`src/rtl/uart_receiver.sv`:
```
// UART receive stage: over-samples rxd, checks start/stop bits and
// writes each good word to a downstream FIFO, flagging framing errors and overruns.
module uart_receiver #(
    parameter int CLOCK_FREQUENCY = 100_000_000,
    parameter int BAUD_RATE       = 115200,
    parameter int WORD_WIDTH      = 8
) (
    input  logic                  clk,
    input  logic                  rst,
    input  logic                  rxd,
    output logic [WORD_WIDTH-1:0] dout,
    output logic                  we,
    input  logic                  full,
    output logic                  frame_err,
    output logic                  overrun,
    output logic                  busy
);

    localparam int CPB = CLOCK_FREQUENCY / BAUD_RATE;
    localparam int CW  = $clog2(CPB);
    localparam int IW  = (WORD_WIDTH > 1) ? $clog2(WORD_WIDTH) : 1;

    // Full-bit reload counts CPB cycles down to zero.
    localparam logic [CW-1:0] FULL_LOAD = CW'(CPB - 1);
    // Half-bit reload is one cycle short so the start-bit sample lands
    // near the bit centre despite the two synchronizer stages in front.
    localparam logic [CW-1:0] HALF_LOAD = CW'(CPB / 2 - 2);
    localparam logic [IW-1:0] LAST_IDX  = IW'(WORD_WIDTH - 1);

    typedef enum logic [2:0] {
        S_IDLE,
        S_START,
        S_DATA,
        S_STOP,
        S_BREAK
    } state_t;

    state_t state_q, state_d;

    logic                  sync1_q;
    logic                  rx_s_q;
    logic                  rx_prev_q;
    logic [CW-1:0]         timer_q, timer_d;
    logic [IW-1:0]         idx_q, idx_d;
    logic [WORD_WIDTH-1:0] shift_q, shift_d;
    logic [WORD_WIDTH-1:0] dout_q, dout_d;
    logic                  we_q, we_d;
    logic                  fe_q, fe_d;
    logic                  ov_q, ov_d;

    logic tick;
    logic fall;

    assign tick = (timer_q == '0);
    assign fall = rx_prev_q & ~rx_s_q;

    // Two-flop synchronizer plus one history flop for edge detection.
    always_ff @(posedge clk) begin
        if (rst) begin
            sync1_q   <= 1'b1;
            rx_s_q    <= 1'b1;
            rx_prev_q <= 1'b1;
        end else begin
            sync1_q   <= rxd;
            rx_s_q    <= sync1_q;
            rx_prev_q <= rx_s_q;
        end
    end

    // FSM state register.
    always_ff @(posedge clk) begin
        if (rst) begin
            state_q <= S_IDLE;
        end else begin
            state_q <= state_d;
        end
    end

    // Next state, baud timer, bit index, shift register and output pulses.
    always_comb begin
        state_d = state_q;
        timer_d = tick ? timer_q : timer_q - 1'b1;
        idx_d   = idx_q;
        shift_d = shift_q;
        dout_d  = dout_q;
        we_d    = 1'b0;
        fe_d    = 1'b0;
        ov_d    = 1'b0;

        unique case (state_q)
            S_IDLE: begin
                if (fall) begin
                    state_d = S_START;
                    timer_d = HALF_LOAD;
                end
            end

            S_START: begin
                if (tick) begin
                    if (rx_s_q) begin
                        state_d = S_IDLE;
                    end else begin
                        state_d = S_DATA;
                        timer_d = FULL_LOAD;
                        idx_d   = '0;
                    end
                end
            end

            S_DATA: begin
                if (tick) begin
                    shift_d[idx_q] = rx_s_q;
                    timer_d        = FULL_LOAD;
                    if (idx_q == LAST_IDX) begin
                        state_d = S_STOP;
                    end else begin
                        idx_d = idx_q + 1'b1;
                    end
                end
            end

            S_STOP: begin
                if (tick) begin
                    if (!rx_s_q) begin
                        fe_d    = 1'b1;
                        state_d = S_BREAK;
                    end else if (full) begin
                        ov_d    = 1'b1;
                        state_d = S_IDLE;
                    end else begin
                        dout_d  = shift_q;
                        we_d    = 1'b1;
                        state_d = S_IDLE;
                    end
                end
            end

            S_BREAK: begin
                if (rx_s_q) begin
                    state_d = S_IDLE;
                end
            end

            default: begin
                state_d = S_IDLE;
            end
        endcase
    end

    // Datapath registers and registered output pulses.
    always_ff @(posedge clk) begin
        if (rst) begin
            timer_q <= '0;
            idx_q   <= '0;
            shift_q <= '0;
            dout_q  <= '0;
            we_q    <= 1'b0;
            fe_q    <= 1'b0;
            ov_q    <= 1'b0;
        end else begin
            timer_q <= timer_d;
            idx_q   <= idx_d;
            shift_q <= shift_d;
            dout_q  <= dout_d;
            we_q    <= we_d;
            fe_q    <= fe_d;
            ov_q    <= ov_d;
        end
    end

    assign dout      = dout_q;
    assign we        = we_q;
    assign frame_err = fe_q;
    assign overrun   = ov_q;
    assign busy      = (state_q != S_IDLE);

endmodule

```
`config.mk`:
```
export PLATFORM = sky130hd
export DESIGN_NAME = uart_receiver
export DESIGN_NICKNAME = d
export VERILOG_FILES = /design/src/rtl/uart_receiver.sv
export SDC_FILE = /design/constraint.sdc
export NUM_CORES = 1
export LEC_CHECK = 0
export CAP_MARGIN = 20
export CELL_PAD_IN_SITES_DETAIL_PLACEMENT = 1
export CELL_PAD_IN_SITES_GLOBAL_PLACEMENT = 2
export CORE_MARGIN = 8
export CORE_UTILIZATION = 30
export DETAILED_ROUTE_END_ITERATION = 8
export GPL_ROUTABILITY_DRIVEN = 0
export GPL_TIMING_DRIVEN = 0
export PLACE_DENSITY_LB_ADDON = 0.1
export SLEW_MARGIN = 5
export SYNTH_ARGS = -nofsm -noshare
export SYNTH_HDL_FRONTEND = slang
export SYNTH_SLANG_ARGS = --single-unit
```
`constraint.sdc`:
```
create_clock -name clk -period 4 [get_ports clk]
set_input_delay 0.8 -clock clk [delete_from_list [all_inputs] [get_ports clk]]
set_output_delay 0.8 -clock clk [all_outputs]
set_load 0.1 [all_outputs]
```
### Word-level counts from Yosys, hierarchy flattened

Index checks and enable logic that the tools add are counted.
Widths: inputs -> output; s select.

| operators by class | value |
|---|---|
| equal/unequal tests | 13 |
| reductions and logical operators | 11 |
| $lt $le $gt $ge | 2 |
| bitwise logic cells | 5 |
| add/sub/neg operators | 2 |
| muxes and demuxes | 26 |

Operator list:

| kind | count |
|---|---|
| $mux 10 | 5 |
| $mux 3 | 11 |
| $pmux 10 s3 | 1 |
| $ne 2x2->1 const B | 8 |
| $pmux 3 s5 | 1 |
| $logic_not 10->1 | 1 |
| $sub 10x1->10 const B | 1 |
| $bwmux 8 | 1 |
| $eq 3x2->1 const B | 2 |
| $eq 3x3->1 const B | 2 |
| $pmux 3 s2 | 1 |
| $reduce_and 6->1 | 1 |
| $reduce_and 5->1 | 1 |
| $lt 3x4->1 const B | 1 |
| $mux 1 | 4 |
| $not 1->1 | 4 |
| $reduce_and 4->1 | 1 |
| $reduce_or 4->1 | 1 |
| $add 3x1->3 const B | 1 |
| $demux 1 s3 | 1 |
| $eq 3x1->1 const B | 1 |
| $ge 3x1->1 const B | 1 |
| $logic_not 3->1 | 1 |
| $reduce_bool 3->1 | 1 |
| other kinds (6) | 6 |

| word-level totals | value |
|---|---|
| output and inout port bits | 12 |
| flip-flop bits (word level) | 38 |
| input port bits | 4 |
| word-level logic and storage cells | 70 |

### Longest topological paths before layout

| logic depth | value |
|---|---|
| word-level depth | 5 |
| depth in mapped cells | 11 |
| mapped depth without buffers | 10 |

### Least setup slack after synthesis

OpenSTA, ideal clock, no wires.

| path | value |
|---|---|
| kind | register to register |
| start | reg timer_q[0] |
| end | reg timer_q[0] |
| path buffers | 1 |
| clock period less this slack | 2.440 ns |
| cell stages (with the launch flop) | 12 |
| path slack | 1.560 ns |
| data arrival time | 2.364 ns |
| data required time | 3.924 ns |
| library setup time | 0.076 ns |
| path through | dfxtp_1 > inv_1 > ha_1 > or4b_1 > nor3_4 > inv_4 > buf_6 > ha_1 > inv_1 > o32ai_1 > a21oi_1 > o22ai_1 |

| on the way | value |
|---|---|
| word-level cells in the longest chain between the ends | 5 |
| elaborated cells on any way between the ends | 8 |
| those cells by class | 1 x add/sub; 6 x mux; 1 x reduce/logical |

RTL lines:

| what | line | RTL |
|---|---|---|
| start: declaration | 43 | `logic [CW-1:0] timer_q, timer_d;` |
| start signal: assignment | 161 | `timer_q <= timer_d;` |
| $sub 10x1->10 / $logic_not 10->1 (equally long branches) | 82, 54 |  |
| $mux 10 | 82 | `timer_d = tick ? timer_q : timer_q - 1'b1;` |
| $mux 10 | 100 | `if (rx_s_q) begin` |
| $mux 10 | 99 | `if (tick) begin` |
| $pmux 10 s3 (*) | 90 | `unique case (state_q)` |

Every way passes the cells marked *; elsewhere a longest branch is shown, timed or not.
A chain may end at the register's enable or synchronous reset.

### Worst setup path in the final report

| path | value |
|---|---|
| start | reg state_q[0] |
| end | out busy |

| on the way | value |
|---|---|
| word-level cells in the longest chain between the ends | 1 |

RTL lines:

| what | line | RTL |
|---|---|---|
| start: declaration | 38 | `state_t state_q, state_d;` |
| start signal: assignment | 75 | `state_q <= state_d;` |
| $reduce_bool 3->1 | 175 | `assign busy = (state_q != S_IDLE);` |
| end: declaration | 16 | `output logic busy` |

Every way passes these cells.

==> flow_summary.ini <==
[sta]
tns_ns = 0
fmax_mhz = 307
drv_slew = 0
slew_headroom = 0.262
hold_ws_ns = 0.422
rsz0062_at_grt = false
hold_viol = 0
finClkSkew_ns = 0.00851
period_minus_slack_ns = 3.25
setup_viol = 0
fin_crit_sh = 0.814
tightest_slew_ns = 1.10

[routing]
num_vias = 1721
wl_per_cell_um = 17.9
routed_wirelength_mm = 5.70
postRouteAntennaNets = 0
firstDrtPassIters = 4
drt_iter0_drc = 63
via_per_inst = 5.41
drc = 0

[layout]
fin_nets = 249
fillers = 732
drive_gt1_frac = 0.112
syn_to_final_growth_pct = 19.6
multi_input_area_sq_um = 1030
regArea_sq_um = 761
antennaDiodeCount = 0

[placement]
dp_hpwl_mm = 4.25
io_buffers = 15

[critical_path]
cp_top_family = buffers and inverters
required_ns = 3.20
r2r-end = timer_q[0]
max_stage_delay_ns = 1.13
critPathLaunch = state_q[0]
cp.depth = 4
worstReg2RegStart = timer_q[0]
path_class = flop to output pin
crit_slowest_cell = clkdlybuf4s50_1
critPathArrivalTime_ns = 2.45
critical_path.max_fanout = 10
endpoint = busy
reg2reg_depth = 11
rrSetupSlack_ns = 1.15
crit_path_cell_trace = clkbuf_1 > nor2_1 > nand2_1 > clkdlybuf4s50_1
crit_path_end_kind = output pin
startpoint_type = flop
crit_buf_inv = 2

[cts]
clock_sinks = 38
clkSlewWorstSetupHoldPaths_ns = 0.08
cts_resized = 0
cts_setup_buffers = 0
cts_tree = built
postCtsHoldBufs = 0
clock_path_buffers = 2
cts_buffers = 5
root_buffer = clkbuf_8
clock_latency_ns = 0.29
h-tree-depth = 2

[yosys]
ys_ff_latch = 38
synth_xor_area_frac = 0.0139
ys.warnings.count = 0
yosysTopAreaCell = dfxtp_1
synthesis.nets = 225
synth_top_family_by_area = simple AND/OR/NAND/NOR gates
synth.most_common_cell = dfxtp_1
netlist_instances = 216
synth-edff-count = 0
synth.area.mux_share = 0.0113
synthFlopType = dfxtp_1
synth_common_cells = dfxtp_1 (38), a21oi_1 (26), o21ai_0 (15)
ys_types = 50
syn_area_sq_um = 1890
avgSynthCellArea_sq_um = 8.75
async_flop_share = 0
synth_area_leaders = dfxtp_1 (40%), a21oi_1 (6.9%), o21ai_0 (4.0%)
synth_top_area_share = 0.403
synth-compound-area-share = 0.211
synthSimpleGateAreaFrac = 0.278
ys_seq_area_frac = 0.403
yosys.area_share.adder = 0.0331

[grt]
antenna_found_initial = 0
grtUsageMet3 = 0.0307
grt_pass1_wl_mm = 9.52
grt_pass1_vias = 1856
grt_usage = 0.134
gr-usage-met1 = 0.170
grt_max_degree = 14
grt-ovfl-total = 0
top_usage_layer = met2
use_met2 = 0.223

[die]
dieWidth_um = 95.4
start_util = 0.304
dieArea_sq_um = 9090
core_area_sq_um = 6200
die_h_um = 95.4
rows = 29
num_io_pins = 16

[power_and_ir_drop]
clkPwrFrac = 0.237
powerDensity_nw_per_um2 = 626
power.static_leakage_nw = 0.737
comb_power_share = 0.425
power.switching_mw = 0.576
netSwitchingFraction = 0.407
seq_power_share = 0.338
p_int_mw = 0.838
peakVddDrop_uv = 242

[hold_path]
hp-class = flop to flop
worstHoldPathCells = 1

[run_status]
outcome = completed

[job]
maxCapViolations = 0
## kinds of logic (layout without fill, tap and decap cells)
kind of cell | after synthesis | after routing
and+or+nand+nor | 79 | 79
xor gates and xnor gates | 3 | 3
DFF | 38 | 38
AOI/OAI and AO/OA | 68 | 68
muxes | 2 | 2
adders and majority gates | 5 | 5
buffers and inverters | 21 | 46
## how the worst min path moves through the flow
stage	start	endpoint	slack, ns
finish	sync1_q	rx_s_q	0.42
global route	sync1_q	rx_s_q	0.43
CTS	sync1_q	rx_s_q	0.43
detailed placement	sync1_q	rx_s_q	0.40
global placement	sync1_q	rx_s_q	0.40
floorplan	sync1_q	rx_s_q	0.39
## per-stage QoR
stage	instances	setup WS [ns]	cell area [sq um]	utilization	power [mW]
after global routing	318	0.647	2260	0.364	1.52
after CTS	317	0.730	2250	0.363	1.42
after floorplan	216	1.56	1890	-	0.921
after detailed placement	309	1.08	2140	0.345	1.08
after global placement	308	1.05	2140	0.344	1.06
final	318	0.746	2260	0.364	1.41
## metal layers
layer / vias to the layer above / share of wire
li1: 852 / -
met1: 843 / 0.49
met2: 19 / 0.47
met3: 7 / 0.030
met4: 0 / 0.0097
met5: - / 0
## sequential cells by signal, indices dropped and copies added (netlist names)
name and count:
rx_prev_q 1, shift_q 8, dout 8, state_q 3, rx_s_q 1, timer_q 10, we 1, overrun 1
frame_err 1, idx_q 3, sync1_q 1
## power by group through the flow
stage	clock network, mW	logic, mW	registers (mW)
after detailed placement	0	0.597	0.487
after CTS	0.344	0.601	0.478
final	0.335	0.600	0.478
after global placement	0	0.583	0.479
after global routing	0.362	0.668	0.488
after floorplan	0	0.452	0.469
## cell usage in the layout, fill, tap and decap left out, types with 6 or more instances in the layout
cell,n
a21oi_1,26
a31oi_1,6
clkbuf_1,10
clkdlybuf4s50_1,15
dfxtp_1,38
inv_1,7
nand3_1,14
nand4_1,6
nor2_1,9
o21ai_0,15
## layout make-up
cell class                 instances  area share
sequential                        38       0.337
timing repair buffer              17      0.0709
multi-input combinational        157       0.458
buffer                            13      0.0271
tap                               77      0.0426
clock inverter                     3      0.0199
inverter                           8      0.0144
clock buffer                       5      0.0305
No activity file was read; power rests on OpenSTA's default activity.
